`src/rtl/uart_tx_fifo.sv`:
```
`default_nettype none
// +--------------------------------------------------------------------------+
// | uart_tx_fifo: FIFO-buffered UART transmitter, optional parity bit when   |
// | UART_TX_FIFO_PARITY_EN is defined.                    Revision: 1.0      |
// +--------------------------------------------------------------------------+
module uart_tx_fifo #(
  parameter int MAIN_CLK   = 20000000,
  parameter int BAUD       = 115200,
  parameter int DATA_BITS  = 8,
  parameter int STOP_BITS  = 1,
  parameter int FIFO_DEPTH = 4
) (
  input  logic                          clk,
  input  logic                          reset_,
  input  logic                          tx_req,
  output logic                          tx_ready,
  input  logic [DATA_BITS-1:0]          tx_data,
  input  logic                          parity_odd,
  output logic                          uart_tx,
  output logic                          tx_busy,
  output logic [$clog2(FIFO_DEPTH):0]   fifo_level
);

  localparam int BAUD_DIVIDE = MAIN_CLK / BAUD;
  localparam int CNT_W       = $clog2(BAUD_DIVIDE);
  localparam int PTR_W       = $clog2(FIFO_DEPTH);
  localparam int LVL_W       = PTR_W + 1;

  localparam logic [CNT_W-1:0] c_BAUD_RELOAD = CNT_W'(BAUD_DIVIDE - 1);
  localparam logic [LVL_W-1:0] c_FULL_LEVEL  = LVL_W'(FIFO_DEPTH);
  localparam logic [3:0]       c_LAST_BIT    = 4'(DATA_BITS - 1);
  localparam logic             c_LAST_STOP   = 1'(STOP_BITS - 1);

  localparam logic [2:0] c_IDLE   = 3'd0;
  localparam logic [2:0] c_START  = 3'd1;
  localparam logic [2:0] c_DATA   = 3'd2;
`ifdef UART_TX_FIFO_PARITY_EN
  localparam logic [2:0] c_PARITY = 3'd3;
`endif
  localparam logic [2:0] c_STOP   = 3'd4;

  logic [DATA_BITS-1:0] r_mem [FIFO_DEPTH];
  logic [PTR_W-1:0]     r_wr_ptr;
  logic [PTR_W-1:0]     r_rd_ptr;
  logic [LVL_W-1:0]     r_level;

  logic [2:0]           r_state;
  logic [CNT_W-1:0]     r_baud_cnt;
  logic [3:0]           r_bit_idx;
  logic                 r_stop_idx;
  logic [DATA_BITS-1:0] r_shift;
  logic                 r_uart_tx;

  logic                 w_push;
  logic                 w_pop;
  logic                 w_bit_done;
  logic                 w_frame_done;
  logic                 w_line;
  logic [DATA_BITS-1:0] w_head;

  assign tx_ready     = (r_level != c_FULL_LEVEL);
  assign fifo_level   = r_level;
  assign tx_busy      = (r_state != c_IDLE);
  assign uart_tx      = r_uart_tx;

  assign w_push       = tx_req && tx_ready;
  assign w_head       = r_mem[r_rd_ptr];
  assign w_bit_done   = (r_baud_cnt == '0);
  assign w_frame_done = (r_state == c_STOP) && w_bit_done && (r_stop_idx == c_LAST_STOP);
  // Pop from idle, or straight out of the last stop bit so frames abut.
  assign w_pop        = (r_level != '0) && ((r_state == c_IDLE) || w_frame_done);

  always_ff @(posedge clk) begin
    if (w_push) begin
      r_mem[r_wr_ptr] <= tx_data;
    end
  end

  always_ff @(posedge clk or negedge reset_) begin
    if (!reset_) begin
      r_wr_ptr <= '0;
      r_rd_ptr <= '0;
      r_level  <= '0;
    end else begin
      if (w_push) begin
        r_wr_ptr <= r_wr_ptr + 1'b1;
      end
      if (w_pop) begin
        r_rd_ptr <= r_rd_ptr + 1'b1;
      end
      case ({w_push, w_pop})
        2'b10:   r_level <= r_level + 1'b1;
        2'b01:   r_level <= r_level - 1'b1;
        default: r_level <= r_level;
      endcase
    end
  end

`ifdef UART_TX_FIFO_PARITY_EN
  logic r_parity;

  // Parity mode is captured with the word so mid-frame changes are harmless.
  always_ff @(posedge clk or negedge reset_) begin
    if (!reset_) begin
      r_parity <= 1'b0;
    end else if (w_pop) begin
      r_parity <= (^w_head) ^ parity_odd;
    end
  end
`else
  logic w_unused_parity_odd;
  assign w_unused_parity_odd = parity_odd;
`endif

  always_comb begin
    w_line = 1'b1;
    case (r_state)
      c_START:  w_line = 1'b0;
      c_DATA:   w_line = r_shift[0];
`ifdef UART_TX_FIFO_PARITY_EN
      c_PARITY: w_line = r_parity;
`endif
      default:  w_line = 1'b1;
    endcase
  end

  always_ff @(posedge clk or negedge reset_) begin
    if (!reset_) begin
      r_state    <= c_IDLE;
      r_baud_cnt <= '0;
      r_bit_idx  <= '0;
      r_stop_idx <= 1'b0;
      r_shift    <= '0;
      r_uart_tx  <= 1'b1;
    end else begin
      // The line follows the state one clock later.
      r_uart_tx <= w_line;
      if (w_pop) begin
        r_state    <= c_START;
        r_baud_cnt <= c_BAUD_RELOAD;
        r_shift    <= w_head;
        r_bit_idx  <= '0;
        r_stop_idx <= 1'b0;
      end else if (r_state != c_IDLE) begin
        if (!w_bit_done) begin
          r_baud_cnt <= r_baud_cnt - 1'b1;
        end else begin
          r_baud_cnt <= c_BAUD_RELOAD;
          case (r_state)
            c_START: r_state <= c_DATA;
            c_DATA: begin
              r_shift <= r_shift >> 1;
              if (r_bit_idx == c_LAST_BIT) begin
                r_bit_idx <= '0;
`ifdef UART_TX_FIFO_PARITY_EN
                r_state   <= c_PARITY;
`else
                r_state   <= c_STOP;
`endif
              end else begin
                r_bit_idx <= r_bit_idx + 1'b1;
              end
            end
`ifdef UART_TX_FIFO_PARITY_EN
            c_PARITY: r_state <= c_STOP;
`endif
            c_STOP: begin
              if (r_stop_idx == c_LAST_STOP) begin
                r_state    <= c_IDLE;
                r_baud_cnt <= '0;
              end else begin
                r_stop_idx <= r_stop_idx + 1'b1;
              end
            end
            default: begin
              r_state    <= c_IDLE;
              r_baud_cnt <= '0;
            end
          endcase
        end
      end
    end
  end

endmodule
`default_nettype wire

```
`config.mk`:
```
export PLATFORM = sky130hd
export DESIGN_NAME = uart_tx_fifo
export DESIGN_NICKNAME = d
export VERILOG_FILES = /design/src/rtl/uart_tx_fifo.sv
export SDC_FILE = /design/constraint.sdc
export NUM_CORES = 1
export LEC_CHECK = 0
export ABC_AREA = 1
export CAP_MARGIN = 20
export CELL_PAD_IN_SITES_DETAIL_PLACEMENT = 1
export CELL_PAD_IN_SITES_GLOBAL_PLACEMENT = 1
export CORE_ASPECT_RATIO = 1.5
export CORE_MARGIN = 1.5
export CORE_UTILIZATION = 50
export CTS_BUF_LIST = sky130_fd_sc_hd__clkbuf_16
export DETAILED_ROUTE_END_ITERATION = 16
export PLACE_DENSITY = 0.83
export SYNTH_ARGS = -nofsm -noshare
export SYNTH_HDL_FRONTEND = slang
export SYNTH_SLANG_ARGS = --single-unit
```
`constraint.sdc`:
```
create_clock -name clk -period 3.5 [get_ports clk]
set_input_delay 0.525 -clock clk [delete_from_list [all_inputs] [get_ports clk]]
set_output_delay 0.525 -clock clk [all_outputs]
set_load 0.01 [all_outputs]
```
==> metrics.csv, run 1 <==
stage,metric,value,unit
outcome,status,finished clean,
critical_path,Slowest cell on crit path,fa_1,
sta,final period utilization,0.767,
drt,Initial DRC Count,76,
clock_tree,CTS clock-pin slew for the worst setup and hold paths,0.05,ns
critical_path,Critical path buffers and inverters,2,
logic_synthesis,synth cell count leaders,"88 x nand2_1, 32 x edfxtp_1, 32 x inv_1, 30 x dfrtp_1, 28 x nand3_1",
floorplan,area of the core,5870,um2
clock_tree,Longest Clk Path Bufs,2,
sta,Final setup viols,0,
flow_run,max-cap check violation count,0,
power_and_ir_drop,combinational power share,0.133,
hold_path,Hold Path Class,flop to flop,
clock_tree,CTS buffer count,9,
logic_synthesis,Yosys top cell area share,0.314,
floorplan,I/O Pins,18,
place,PortBufs,16,
sta,Slew Limit Fails,0,
power_and_ir_drop,clock group share of total power,0.433,
sta,Final Hold Viols,0,
critical_path,"CP delay by family, top",adder cells,
sta,sum of negative setup slack,0,ns
global_route,Total GRT Usage,0.226,
global_route,initial antenna violation count,0,
power_and_ir_drop,Leak,1.54,nW
logic_synthesis,synthesized instance count,311,
drt,DR vias/cell,5.37,
sta,crit path time final,2.68,ns
sta,unrepaired setup endpoints after global routing,no,
sta,Slew HR,0.429,
logic_synthesis,"Cell Area, Synth",3060,um2
power_and_ir_drop,Sw Share,0.248,
drt,DR pass1 iterations,4,
place,half-perimeter wire length after placement,4.34,mm
cells_and_area,filler instances,660,
critical_path,CP cell instances,inv_1 > ha_1 > nand2_1 > o21ai_4 > nand2_4 > inv_1 > ha_1 > fa_1 > a21oi_1 > o21ai_0 > xor2_1,
place,gp weighted congestion,0.720,
logic_synthesis,Synth Flop Type,edfxtp_1,
drt,drt wl/cell,15.8,um
cells_and_area,antenna cell count,0,
logic_synthesis,ys async rst share,0.492,
clock_tree,H-tree levels,3,
floorplan,Die Y,98.8,um
drt,DRC viols,0,
critical_path,CP Capture Type,flop,
cells_and_area,Finished Layout Cells,406,
cells_and_area,area grow syn2layout,16.5,%
sta,fmax,373,MHz
sta,Worst-Margin Slew,0.853,ns
power_and_ir_drop,Switching Power,0.000538,W
logic_synthesis,register area share after synthesis,0.568,
global_route,vias in the first global route,2403,
clock_tree,Clock Sinks,63,
clock_tree,CTS resizes,0,
logic_synthesis,most common cell in the netlist,nand2_1,
cells_and_area,fraction of layout cells with a size suffix above 1,0.105,
global_route,GRT overflow,0,
cells_and_area,Reg area,1740,um2
logic_synthesis,syn nets,331,
power_and_ir_drop,Seq pwr share,0.435,
drt,Vias,2181,
global_route,first-pass GRT wire length,11.1,mm
critical_path,worst setup path category,flop to flop,
logic_synthesis,main area contributors after synthesis,"edfxtp_1 31%, dfrtp_1 25%, nand2_1 11%, nand3_1 4.6%, inv_1 3.9%",
global_route,largest net degree at the start of global routing,33,
floorplan,Initial Util,0.521,
sta,Layout Skew,0.00688,ns
place,placed instance count,390,
floorplan,site row count,34,
clock_tree,Root Driver,clkbuf_16,
logic_synthesis,Synthesis Warnings,0,
logic_synthesis,Netlist cell types,34,
critical_path,Worst EP required,3.69,ns
logic_synthesis,Post-synth EDFFs,32,
clock_tree,Setup Buffers After CTS,0,
power_and_ir_drop,power per cell area,608,nW/um2
logic_synthesis,Yosys reg bits,63,
critical_path,critical-path maximum fanout,32,
cells_and_area,area taken by multi-input logic gates,1120,um2
logic_synthesis,syn_area_per_cell,9.84,um2
drt,WL final,6.40,mm
critical_path,WP data arrival,2.88,ns
critical_path,Startpoint Class,flop,
power_and_ir_drop,internal power,0.00163,W
clock_tree,# hold bufs at CTS,0,
floorplan,die area,6610,um2
floorplan,Die W,66.9,um
logic_synthesis,leading area contributor after synthesis,edfxtp_1,
critical_path,CP max stage delay,0.40,ns
drt,Final ANT Viol Nets,0,
clock_tree,"Clk Latency, worst-skew pair",0.32,ns
cells_and_area,Total Nets Final,349,
power_and_ir_drop,VDD IR max,0.000322,V
clock_tree,CTS tree,done,
==> worst min-delay path, stage by stage, from the launching register on <==
cell and delay [ns]:
dfrtp_1 0.35, nand2_1 0.06, nand2_1 0.06
==> placed cells by master, fill, tap and decap left out, types with 4 or more instances in the layout <==
| cell | synthesis | layout |
|---|---|---|
| a21oi_1 | 6 | 6 |
| clkbuf_16 | 0 | 9 |
| clkdlybuf4s50_1 | 0 | 16 |
| dfrtp_1 | 30 | 30 |
| edfxtp_1 | 32 | 32 |
| ha_1 | 7 | 7 |
| inv_1 | 32 | 32 |
| nand2_1 | 88 | 88 |
| nand3_1 | 28 | 28 |
| nand3_2 | 4 | 4 |
| nor2_1 | 21 | 21 |
| o211ai_1 | 9 | 9 |
| o21ai_0 | 8 | 8 |
| o21ai_1 | 8 | 8 |
| xor2_1 | 6 | 6 |
==> stage by stage <==
stage	hold WS (ns)	worst slack [ns]	total power [W]	cell area, um2	utilization
3_3_place_gp	0.466	0.965	0.00122	3240	0.552
3_5_place_dp	0.486	0.853	0.00125	3240	0.552
2_1_floorplan	0.229	1.41	0.00111	3060	-
5_1_grt	0.521	0.629	0.00226	3560	0.607
4_1_cts	0.504	0.799	0.00219	3560	0.607
6_report	0.503	0.815	0.00217	3560	0.607
==> layer usage <==
metal  GRT usage  wire (um)  vias to the layer above
met3      0.0422        125                       11
met4      0.0895        121                        0
met5           0          0                        -
met2       0.413       3600                       24
li1            -          -                     1060
met1       0.252       2550                     1086
==> power by group through the flow <==
stage	clock network [W]	logic, W	registers [W]
global placement	0	0.000273	0.000949
floorplan	0	0.000162	0.000951
global route	0.000986	0.000320	0.000953
detailed placement	0	0.000293	0.000954
finish	0.000938	0.000288	0.000942
CTS	0.000952	0.000295	0.000943
==> path summary, 6_finish.rpt <==
path,from,cells after the start,end,slack [ns]
worst max-delay path,r_baud_cnt[0],11,fifo_level[2],0.82
worst min-delay path,r_shift[0],2,uart_tx,0.50
worst max register to register,r_baud_cnt[0],11,fifo_level[2],0.82
worst min register to register,r_shift[0],2,uart_tx,0.50
max in group asynchronous,reset_,2,uart_tx,2.55
min in group asynchronous,reset_,2,r_baud_cnt[3],0.61
==> flip-flops by register name, indices dropped and copies added (netlist names) <==
name,flops
r_wr_ptr,2
r_bit_idx,4
r_rd_ptr,2
uart_tx,1
fifo_level,3
r_shift,8
r_mem,32
r_state,3
r_baud_cnt,8
==> logic make-up (layout without fill, tap and decap cells) <==
family | after synthesis | after routing | share of synthesized area
and+or+nand+nor | 151 | 151 | 0.223
DFF | 63 | 63 | 0.568
buffers and inverters | 44 | 67 | 0.0658
AOI/OAI and AO/OA | 36 | 36 | 0.0753
adders and majority gates | 8 | 8 | 0.0352
xor gates and xnor gates | 8 | 8 | 0.0254
muxes | 1 | 1 | 0.00736
==> final cells by class <==
| class | count | area share |
|---|---|---|
| Clock buffer | 9 | 0.0632 |
| Tap cell | 72 | 0.0253 |
| Inverter | 34 | 0.0358 |
| Timing Repair Buffer | 17 | 0.0471 |
| Sequential cell | 63 | 0.488 |
| Clock inverter | 7 | 0.0267 |
| Multi-Input combinational cell | 204 | 0.314 |
Power figures use the tool's default switching activity.
==> inputs of run 2 (changes only) <==
Settings changed: CORE_UTILIZATION 50 to 46, PLACE_DENSITY 0.83 to 0.77.
Clock period 3.5 ns to 2.8 ns, I/O delays scaled along.
==> metrics.csv, run 2 (synthesis gave the netlist of run 1 again) <==
stage,metric,value,unit,change
floorplan,area of the core,6490,um2,was 5870 um2
critical_path,"CP delay by family, top",adder cells,,unchanged
global_route,first-pass GRT wire length,10.6,mm,was 11.1 mm
drt,Initial DRC Count,39,,was 76
power_and_ir_drop,power per cell area,729,nW/um2,was 608 nW/um2
place,gp weighted congestion,0.803,,was 0.720
critical_path,FF-to-FF path depth,11,,unchanged
critical_path,CP max stage delay,0.39,ns,was 0.40 ns
power_and_ir_drop,VDD IR max,0.000612,V,was 0.000322 V
clock_tree,CTS tree,done,,unchanged
cells_and_area,area grow syn2layout,17.4,%,was 16.5%
critical_path,reg2reg setup slack,0.56,ns,was 0.82 ns
cells_and_area,"most common cell after layout, fill and taps aside",nand2_1,,unchanged
drt,DR vias/cell,5.16,,was 5.37
critical_path,CP Capture Type,flop,,unchanged
cells_and_area,antenna cell count,0,,unchanged
critical_path,CP cell instances,inv_1 > ha_1 > nand2_1 > o21ai_4 > nand2_4 > inv_1 > ha_1 > fa_1 > a21oi_1 > o21ai_0 > xor2_1,,unchanged
place,half-perimeter wire length after placement,4.18,mm,was 4.34 mm
critical_path,Worst EP required,3.00,ns,was 3.69 ns
sta,fmax,446,MHz,was 373 MHz
sta,Layout Skew,0.00441,ns,was 0.00688 ns
floorplan,site row count,36,,was 34
critical_path,Slowest cell on crit path,fa_1,,unchanged
place,placed instance count,401,,was 390
clock_tree,"Clk Latency, worst-skew pair",0.33,ns,was 0.32 ns
hold_path,WHS Path Cells,2,,unchanged
clock_tree,Setup Buffers After CTS,0,,unchanged
place,Post-DP Area,3300,um2,was 3240 um2
sta,Slew HR,0.724,,was 0.429
critical_path,CP Depth,11,,unchanged
clock_tree,CTS buffer count,9,,unchanged
critical_path,Critical Path Start,r_baud_cnt[0],,unchanged
drt,Vias,2151,,was 2181
floorplan,Initial Util,0.472,,was 0.521
clock_tree,CTS clock-pin slew for the worst setup and hold paths,0.05,ns,about the same
global_route,GRT overflow,0,,unchanged
clock_tree,H-tree levels,3,,unchanged
sta,Slew Limit Fails,0,,unchanged
global_route,Total GRT Usage,0.195,,was 0.226
cells_and_area,Finished Layout Cells,417,,was 406
critical_path,Setup crit end,fifo_level[2],,unchanged
sta,crit path time final,2.24,ns,was 2.68 ns
drt,DR pass1 iterations,4,,unchanged
sta,Worst-Margin Slew,0.413,ns,was 0.853 ns
clock_tree,CTS resizes,0,,unchanged
sta,Final setup viols,0,,unchanged
floorplan,die area,7160,um2,was 6610 um2
drt,Final ANT Viol Nets,0,,unchanged
critical_path,r2r endpoint,fifo_level[2],,unchanged
sta,Final Hold Viols,0,,unchanged
critical_path,WP data arrival,2.44,ns,was 2.88 ns
critical_path,RR Startpoint,r_baud_cnt[0],,unchanged
clock_tree,# hold bufs at CTS,0,,unchanged
flow_run,max-cap check violation count,0,,unchanged
clock_tree,Clock Sinks,63,,unchanged
drt,DRC viols,0,,unchanged
clock_tree,Longest Clk Path Bufs,2,,unchanged
cells_and_area,filler instances,722,,was 660
sta,unrepaired setup endpoints after global routing,no,,unchanged
sta,final period utilization,0.801,,was 0.767
floorplan,Die W,69.6,um,was 66.9 um
cells_and_area,biggest regs,"r_mem x32, r_baud_cnt x8, r_shift x8",,unchanged
hold_path,Hold Path Class,flop to flop,,unchanged
cells_and_area,fraction of layout cells with a size suffix above 1,0.117,,was 0.105
cells_and_area,max reg flops,32,,unchanged
floorplan,Die Y,103,um,was 98.8 um
sta,sum of negative setup slack,0,ns,unchanged
outcome,status,finished clean,,unchanged
drt,drt wl/cell,14.8,um,was 15.8 um
cells_and_area,most frequent cells in the layout,"88 x nand2_1, 33 x inv_1, 32 x edfxtp_1",,"was 88 x nand2_1, 32 x inv_1, 32 x edfxtp_1"
power_and_ir_drop,Leak,1.56,nW,was 1.54 nW
power_and_ir_drop,Tot Pwr,0.00262,W,was 0.00217 W
cells_and_area,Total Nets Final,356,,was 349
critical_path,worst setup path category,flop to flop,,unchanged
global_route,largest net degree at the start of global routing,32,,was 33
critical_path,Startpoint Class,flop,,unchanged
place,PortBufs,16,,unchanged
critical_path,Critical path buffers and inverters,2,,unchanged
global_route,vias in the first global route,2307,,was 2403
drt,WL final,6.15,mm,was 6.40 mm
cells_and_area,"Most flops, register",r_mem,,unchanged
critical_path,critical-path maximum fanout,4,,was 32
global_route,initial antenna violation count,0,,unchanged
clock_tree,Root Driver,clkbuf_16,,unchanged
cells_and_area,final instance area,3590,um2,was 3560 um2
floorplan,I/O Pins,18,,unchanged
-- run 2: changes by cell type in the layout (fill, tap and decap cells not counted) --
cell and change:
clkinv_2 -1, bufinv_16 -1, inv_6 -1, buf_4 +7, inv_1 +1, clkinvlp_4 +1, clkinv_1 +1
-- run 2: metal layers --
layer	global-route usage	vias to the layer above	part of all wire
li1	-	1065	-
met1	0.210	1054	0.42
met2	0.362	22	0.54
met3	0.0293	10	0.020
met4	0.119	0	0.027
met5	0	-	0
-- run 2: cell type report --
cell class	count	area, um2	share of cell area
Sequential cell	63	1740	0.484
Clock inverter	7	66.3	0.0185
Clock buffer	9	225	0.0627
Tap cell	76	95.1	0.0265
Timing Repair Buffer	24	220	0.0613
Inverter	34	128	0.0355
Multi-Input combinational cell	204	1120	0.312
-- run 2: through the flow --
step           worst slack [ns]   util  hold WS, ns
2_1_floorplan             0.709      -        0.124
3_3_place_gp              0.537  0.509        0.472
3_5_place_dp              0.465  0.509        0.482
4_1_cts                   0.542  0.554        0.492
5_1_grt                   0.387  0.554        0.524
6_report                  0.557  0.554        0.487
-- run 2: worst min-delay path by stage --
| stage | from | endpoint | slack, ns |
|---|---|---|---|
| final | r_shift[0] | uart_tx | 0.49 |
| after CTS | r_shift[0] | uart_tx | 0.49 |
| after global routing | r_shift[0] | uart_tx | 0.52 |
| after detailed placement | r_shift[0] | uart_tx | 0.48 |
| after floorplan | reset_ | fifo_level[0] | 0.12 |
| after global placement | r_shift[0] | uart_tx | 0.47 |
-- run 2: power by group --
group	internal, W	leakage (nW)	switching [W]
Combinational	0.000160	0.762	0.000218
Clock	0.000681	0.140	0.000388
Sequential	0.00112	0.657	0.0000559
-- run 2: worst reg2reg max path, cell delays in order, from the launching register on --
cell     delay, ns
dfrtp_1       0.36
inv_1         0.07
ha_1          0.24
nand2_1       0.19
o21ai_4       0.10
nand2_4       0.06
inv_1         0.07
ha_1          0.22
fa_1          0.39
a21oi_1       0.13
o21ai_0       0.11
xor2_1        0.16
